$ cat config.mk
export PLATFORM = sky130hd
export DESIGN_NAME = vanilla_return_fifo
export DESIGN_NICKNAME = d
export VERILOG_FILES = /design/src/rtl/vanilla_return_fifo.sv
export SDC_FILE = /design/constraint.sdc
export NUM_CORES = 1
export LEC_CHECK = 0
export CAP_MARGIN = 20
export CORE_MARGIN = 4
export CORE_UTILIZATION = 50
export CTS_CLUSTER_DIAMETER = 120
export DETAILED_ROUTE_END_ITERATION = 8
export GPL_ROUTABILITY_DRIVEN = 0
export PLACE_DENSITY = 0.74
export SLEW_MARGIN = 40
export SYNTH_ARGS = -nofsm -noshare
export SYNTH_HDL_FRONTEND = slang
export SYNTH_SLANG_ARGS = --single-unit
$ cat constraint.sdc
create_clock -name clk_i -period 4.65 [get_ports clk_i]
set_input_delay 0.93 -clock clk_i [delete_from_list [all_inputs] [get_ports clk_i]]
set_output_delay 0.93 -clock clk_i [all_outputs]
set_load 0.02 [all_outputs]
$ cat src/rtl/vanilla_return_fifo.sv
// vanilla_return_fifo: buffers network return packets for the core-side
// response stage. Credit-type returns are not buffered; each one becomes a
// registered single-cycle credit_return_o pulse.
//
// Build option: define VANILLA_RETURN_FIFO_BYPASS_EN to present a packet
// arriving at an empty FIFO on returned_* in the same cycle. When the
// consumer takes it in that cycle, it is never written.
module vanilla_return_fifo #(
  parameter int data_width_p     = 32,
  parameter int reg_id_width_p   = 5,
  parameter int pkt_type_width_p = 2,
  parameter int credit_type_p    = 0,
  parameter int els_p            = 4
) (
  input  logic                          clk_i,
  input  logic                          reset_n_i,
  input  logic                          in_v_i,
  input  logic [data_width_p-1:0]       in_data_i,
  input  logic [reg_id_width_p-1:0]     in_reg_id_i,
  input  logic [pkt_type_width_p-1:0]   in_pkt_type_i,
  output logic                          in_ready_o,
  output logic                          returned_v_o,
  output logic [data_width_p-1:0]       returned_data_o,
  output logic [reg_id_width_p-1:0]     returned_reg_id_o,
  output logic [pkt_type_width_p-1:0]   returned_pkt_type_o,
  output logic                          returned_fifo_full_o,
  input  logic                          returned_yumi_i,
  output logic                          credit_return_o,
  output logic [$clog2(els_p+1)-1:0]    count_o
);

  localparam int addr_width_lp  = $clog2(els_p);
  localparam int ptr_width_lp   = addr_width_lp + 1;
  localparam int count_width_lp = $clog2(els_p + 1);
  localparam int entry_width_lp = data_width_p + reg_id_width_p + pkt_type_width_p;

  logic [entry_width_lp-1:0] mem [els_p];

  // The pointers carry one extra wrap bit, so full and empty can be told apart.
  logic [ptr_width_lp-1:0]   rd_ptr;
  logic [ptr_width_lp-1:0]   wr_ptr;
  logic [ptr_width_lp-1:0]   occupancy;
  logic                      empty;
  logic                      full;
  logic                      accept;
  logic                      is_credit;
  logic                      enq;
  logic                      deq;
  logic                      write_en;
  logic [entry_width_lp-1:0] in_entry;
  logic [entry_width_lp-1:0] head_entry;
  logic [entry_width_lp-1:0] out_entry;
  logic                      credit_r;

  assign empty     = (rd_ptr == wr_ptr);
  assign full      = (rd_ptr[addr_width_lp] != wr_ptr[addr_width_lp])
                   && (rd_ptr[addr_width_lp-1:0] == wr_ptr[addr_width_lp-1:0]);
  assign occupancy = wr_ptr - rd_ptr;

  // Ready depends only on the stored state and on reset. It has no path
  // from yumi or valid.
  assign in_ready_o = reset_n_i & ~full;
  assign accept     = in_v_i & in_ready_o;
  assign is_credit  = (in_pkt_type_i == pkt_type_width_p'(credit_type_p));
  assign enq        = accept & ~is_credit;
  assign deq        = returned_yumi_i & ~empty;

  assign in_entry   = {in_data_i, in_reg_id_i, in_pkt_type_i};
  assign head_entry = mem[rd_ptr[addr_width_lp-1:0]];

`ifdef VANILLA_RETURN_FIFO_BYPASS_EN
  logic bypass;
  // A packet arriving at an empty FIFO is shown at once. If the consumer
  // takes it in that same cycle, the write is skipped.
  assign bypass       = empty & enq;
  assign write_en     = enq & ~(bypass & returned_yumi_i);
  assign returned_v_o = ~empty | bypass;
  assign out_entry    = bypass ? in_entry : head_entry;
`else
  assign write_en     = enq;
  assign returned_v_o = ~empty;
  assign out_entry    = head_entry;
`endif

  assign {returned_data_o, returned_reg_id_o, returned_pkt_type_o} = out_entry;
  assign returned_fifo_full_o = (occupancy == ptr_width_lp'(els_p));
  assign count_o              = count_width_lp'(occupancy);
  assign credit_return_o      = credit_r;

  // Payload storage has no reset; empty pointers hide stale contents.
  always_ff @(posedge clk_i) begin
    if (write_en) begin
      mem[wr_ptr[addr_width_lp-1:0]] <= in_entry;
    end
  end

  // Advance the pointers. The wrap bit toggles when the low bits roll over.
  always_ff @(posedge clk_i or negedge reset_n_i) begin
    if (!reset_n_i) begin
      rd_ptr <= '0;
      wr_ptr <= '0;
    end else begin
      if (write_en) wr_ptr <= wr_ptr + 1'b1;
      if (deq)      rd_ptr <= rd_ptr + 1'b1;
    end
  end

  // Each accepted credit packet becomes a one-cycle pulse on the next cycle.
  always_ff @(posedge clk_i or negedge reset_n_i) begin
    if (!reset_n_i) begin
      credit_r <= 1'b0;
    end else begin
      credit_r <= accept & is_credit;
    end
  end

`ifndef SYNTHESIS
  // Flag consumer misuse: a dequeue with no valid head, or a packet left
  // blocked while the FIFO is full and the consumer is not draining it.
  always @(posedge clk_i) begin
    if (reset_n_i) begin
      assert (!(returned_yumi_i && !returned_v_o))
        else $error("vanilla_return_fifo: yumi asserted with no valid head");
      assert (!(returned_fifo_full_o && in_v_i && !returned_yumi_i))
        else $error("vanilla_return_fifo: full and not draining while a packet waits");
    end
  end
`endif

endmodule

# After elaboration in Yosys (flattened, before gate mapping)
# Memory sizes are Yosys's and may differ from the RTL's.
# Index checks and enable logic that the tools add are counted.
[op_classes]
div_mod_pow = 0
mux = 2
bitwise = 8
order_cmp = 0
shifts = 0
multipliers = 0
n_reduce_logical = 2
eq_ne = 4
addsub = 3
[op_table]
columns = ["op", "n"]
rows = [
  ["$add 3x1->3 const B", 2],
  ["$and 1x1->1", 5],
  ["$eq 3x3->1", 1],
  ["$eq 3x3->1 const B", 1],
  ["$not 1->1", 3],
  ["$sub 3x3->3", 1],
  ["$eq 2x2->1", 1],
  ["$logic_not 2->1", 1],
  ["$mux 1", 2],
  ["$logic_and 1x1->1", 1],
  ["$ne 1x1->1", 1],
]
[totals]
romBits = 0
ff_bits = 7
input_bits = 43
mem_count = 1
latch_bits = 0
ramBits = 156
out_inout_bits = 46
wordCells = 23
[memory_table]
columns = ["name", "words", "word_bits", "read_ports", "rd_clocked_by_memory_dff", "wr", "line_no", "text"]
rows = [
  ["mem", 4, 39, 1, 0, 1, "37", "logic [entry_width_lp-1:0] mem [els_p];"],
]

# Logic depth before layout (Yosys ltp)
[logic_depth]
depth_word = 8
mapped_depth = 7
mapped_depth_nobuf = 5

# Worst setup path before layout
# Ideal clock, no wire load.
[synth_timing]
kind = "register to register"
start = "register rd_ptr[1]"
end = "memory mem[3][0] (netlist name), enable pin"
required_time_ns = 4.188
n_path_buf = 2
path_stages_with_launch = 6
period_less_slack_ns = 4.043
arrival_time_ns = 3.581
setup_slack_ns = 0.607
cell_sequence = "dfrtp_1 > clkbuf_1 > buf_1 > inv_1 > ha_1 > a31oi_1"
[synth_via]
elab_chain_cells = 8
[synth_rtl]
columns = ["item", "line_no", "text"]
rows = [
  ["from (decl)", "40", "logic [ptr_width_lp-1:0] rd_ptr;"],
  ["from (signal assigned)", "104", "if (deq) rd_ptr <= rd_ptr + 1'b1;"],
  ["$eq 2x2->1", "57", "&& (rd_ptr[addr_width_lp-1:0] == wr_ptr[addr_width_lp-1:0]);"],
  ["$logic_and 1x1->1", "57", ""],
  ["$not 1->1", "62", "assign in_ready_o = reset_n_i & ~full;"],
  ["$and 1x1->1", "62", ""],
  ["$and 1x1->1", "63", "assign accept = in_v_i & in_ready_o;"],
  ["$and 1x1->1", "65", "assign enq = accept & ~is_credit;"],
  ["$mux 1", "92", "if (write_en) begin"],
  ["$mux 1 (implied by the code)", "93", "mem[wr_ptr[addr_width_lp-1:0]] <= in_entry;"],
  ["to (decl)", "37", ""],
]
# Every way passes these cells.

# Final worst setup path
[layout_timing]
start = "register rd_ptr[0]"
end = "output returned_fifo_full_o"
[layout_via]
elab_chain_cells = 2
[layout_rtl]
columns = ["item", "line_no", "text"]
rows = [
  ["$sub 3x3->3", "58", "assign occupancy = wr_ptr - rd_ptr;"],
  ["$eq 3x3->1", "86", "assign returned_fifo_full_o = (occupancy == ptr_width_lp'(els_p));"],
  ["to (decl)", "26", "output logic returned_fifo_full_o,"],
]
# Every way passes these cells.

==> flow_metrics.tcl <==
set metrics [dict create \
    grt_pass1_vias 3064 \
    path_class "flip-flop to output pin" \
    vias 2794 \
    post-route-period-util_pct 84.3 \
    fin_skew_ps 4.49 \
    synth_fa_ha_area_share_pct 1.76 \
    start_util_pct 51.0 \
    cpPeakStageDelay_ps 630 \
    hp-class "flip-flop to flip-flop" \
    synth_compound_area_share_pct 1.00 \
    drt-initial-drc-count 208 \
    max-vdd-ir-drop_uv 287 \
    die_x_um 119 \
    fmax_ghz 0.255 \
    syn-cell-area_mm2 0.00612 \
    coreArea_mm2 0.0120 \
    area_growth_pct 27.7 \
    slew_headroom_pct 59.1 \
    cts_sinks 163 \
    portBuffers 88 \
    synth_xor_area_share_pct 1.12 \
    seq_area_frac_synth_pct 79.4 \
    drv_cap 0 \
    postCtsSetupBuffers 0 \
    numCtsBuffers 17 \
    holdBufCountCts 0 \
    final_cell_mix "edfxtp_1, clkdlybuf4s50_1, mux4_2" \
    grt_first_pass_wirelength_um 16900 \
    avgSynthCellArea_um2 24.6 \
    synth_mux_area_share_pct 14.8 \
    drc_errors 0 \
    status "finished clean" \
    antenna_found_initial 0 \
    std_cell_rows 40 \
    placed_cell_area_mm2 0.00721 \
    finalNetCount 403 \
    cts_root_buf "clkbuf_16" \
    yosysWarnings 0 \
    first_pass_iters 4 \
    boundaryPins 89 \
    fp.dieArea_mm2 0.0141 \
    fin_setup_tns_ps 0 \
    path_clk_slew_ps 50 \
    syn_nets 300 \
    wire_per_inst_um 20.8 \
    critPathCaptureType "output pin" \
    cp_max_fo 24 \
    crit_slowest_cell "dfrtp_4" \
    rsz0062_at_grt "false" \
    worstPathRequired_ps 3720 \
    p_leak_nw 2.57 \
    drive_above_1_share_pct 21.9 \
    ys_top_cells_by_area "edfxtp_1, mux4_2, dfrtp_1, ha_1, xnor2_1" \
    start_kind "flip-flop" \
    hold_viol 0 \
    yosys.area.top_type "edfxtp_1" \
    cts_tree "yes" \
    synthDistinctLibCells 26 \
    maxSlewViolCount 0 \
    grt_start_max_net_pins 41 \
    synth_simple_gate_area_share_pct 0.777 \
    drt_wl_total_um 10700 \
    synth_top_family_by_area "multiplexers" \
    fin_crit_ps 3920 \
    power_density_mw_per_mm2 654 \
    clock_latency_ps 410 \
    cp_cell_sequence "buf_12, ha_1, fa_1, xnor2_1, and3_1, clkdlybuf4s50_1" \
    final-setup-viol-count 0 \
    cts_buffer_depth 2 \
    n_antenna_cell 0 \
    ys_ff_latch 163 \
    synth_top_area_share_pct 76.5 \
    dp_hpwl_um 6560 \
    htree_levels 4 \
    layout_commonest_cell "edfxtp_1" \
    avgViaCountPerCell 5.46 \
    ant_nets 0 \
    netlist_instances 249 \
    postCtsResizedCells 0 \
    finalInstanceArea_mm2 0.00782 \
    cp.arrival_ps 2990 \
    grt_remaining_overflow 0 \
    worst_slew_pin_slew_ps 614 \
    grt_usage_pct 16.3 \
    die_h_um 119 \
]
[worst max-delay path, delay by kind of cell, from the launching register on]
kind                       cells  cell delay, ps
adders and majority gates      2             620
and+or+nand+nor                1             250
DFF                            1             630
buffers and inverters          2             880
xor gates and xnor gates       1             200
[cells in the mapped netlist]
| cell | n |
|---|---|
| xnor2_1 | 5 |
| edfxtp_1 | 156 |
| xor2_1 | 1 |
| buf_4 | 3 |
| inv_1 | 5 |
| clkbuf_1 | 2 |
| o21ai_1 | 1 |
| o21a_1 | 1 |
| buf_2 | 4 |
| o2111ai_1 | 1 |
| a311oi_4 | 1 |
| xor2_2 | 1 |
| buf_1 | 1 |
| o211ai_1 | 1 |
| nand2_1 | 2 |
| and2_1 | 3 |
| ha_1 | 7 |
| mux4_2 | 39 |
| dfrtp_1 | 7 |
| a31oi_1 | 1 |
| nor2_1 | 1 |
| mux2_2 | 1 |
| and3_1 | 2 |
| mux2_4 | 1 |
| fa_1 | 1 |
| nand3_1 | 1 |
[state kept, by name, summed over array words and instances (netlist names)]
signal and count:
mem 156, credit_return_o 1, wr_ptr 3, rd_ptr 3
[kinds of logic (layout without fill, tap and decap cells)]
family          count (synthesis)  in the layout
xor+xnor                        7              7
buf+inv                        15            131
mux                            41             41
flops                         163            163
compound gates                  6              6
fa+ha+maj                       8              8
simple gates                    9              9
[stage by stage]
stage	hold WS (ps)	setup WS (ps)	std cells	total power, mW	utilization [%]
after floorplan	532	607	249	2.98	-
after global placement	545	1140	479	3.70	59.9
after detailed placement	559	1090	480	3.75	60.1
after CTS	567	659	512	5.17	65.1
after global routing	593	543	512	5.32	65.1
final	562	728	512	5.11	65.1
[report_power, final]
part / switching, mW / leakage, nW / internal (mW)
clock: 0.517 / 0.287 / 0.899
sequential: 0.125 / 1.49 / 1.78
combinational: 0.891 / 0.790 / 0.901
[routing by layer]
metal | track usage, % | routed length [um] | vias up
met5 | 0 | 0 | -
met4 | 6.59 | 181 | 0
met3 | 4.83 | 489 | 17
met2 | 27.5 | 5650 | 83
met1 | 19.7 | 4350 | 1441
li1 | - | - | 1253
[area by class of cell]
| class | instances | area (um2) |
|---|---|---|
| inverters | 5 | 18.8 |
| multi-input cells | 71 | 1210 |
| clock buffers | 23 | 448 |
| clock inverters | 9 | 154 |
| well taps | 147 | 184 |
| flip-flops and latches | 163 | 4860 |
| repair buffers | 94 | 938 |
| fillers | 802 | 4200 |
[final timing paths]
| path | startpoint | end | slack [ps] | cells past startpoint |
|---|---|---|---|---|
| max | rd_ptr[0] | returned_fifo_full_o | 730 | 6 |
| min reg2reg | rd_ptr[2] | rd_ptr[2] | 560 | 1 |
| max reg2reg | rd_ptr[0] | mem[0][18] | 1620 | 5 |
| min in group asynchronous | reset_n_i | wr_ptr[2] | 810 | 1 |
| min | rd_ptr[2] | rd_ptr[2] | 560 | 1 |
| max in group asynchronous | reset_n_i | rd_ptr[0] | 3520 | 1 |
No activity file was read; power rests on OpenSTA's default activity.
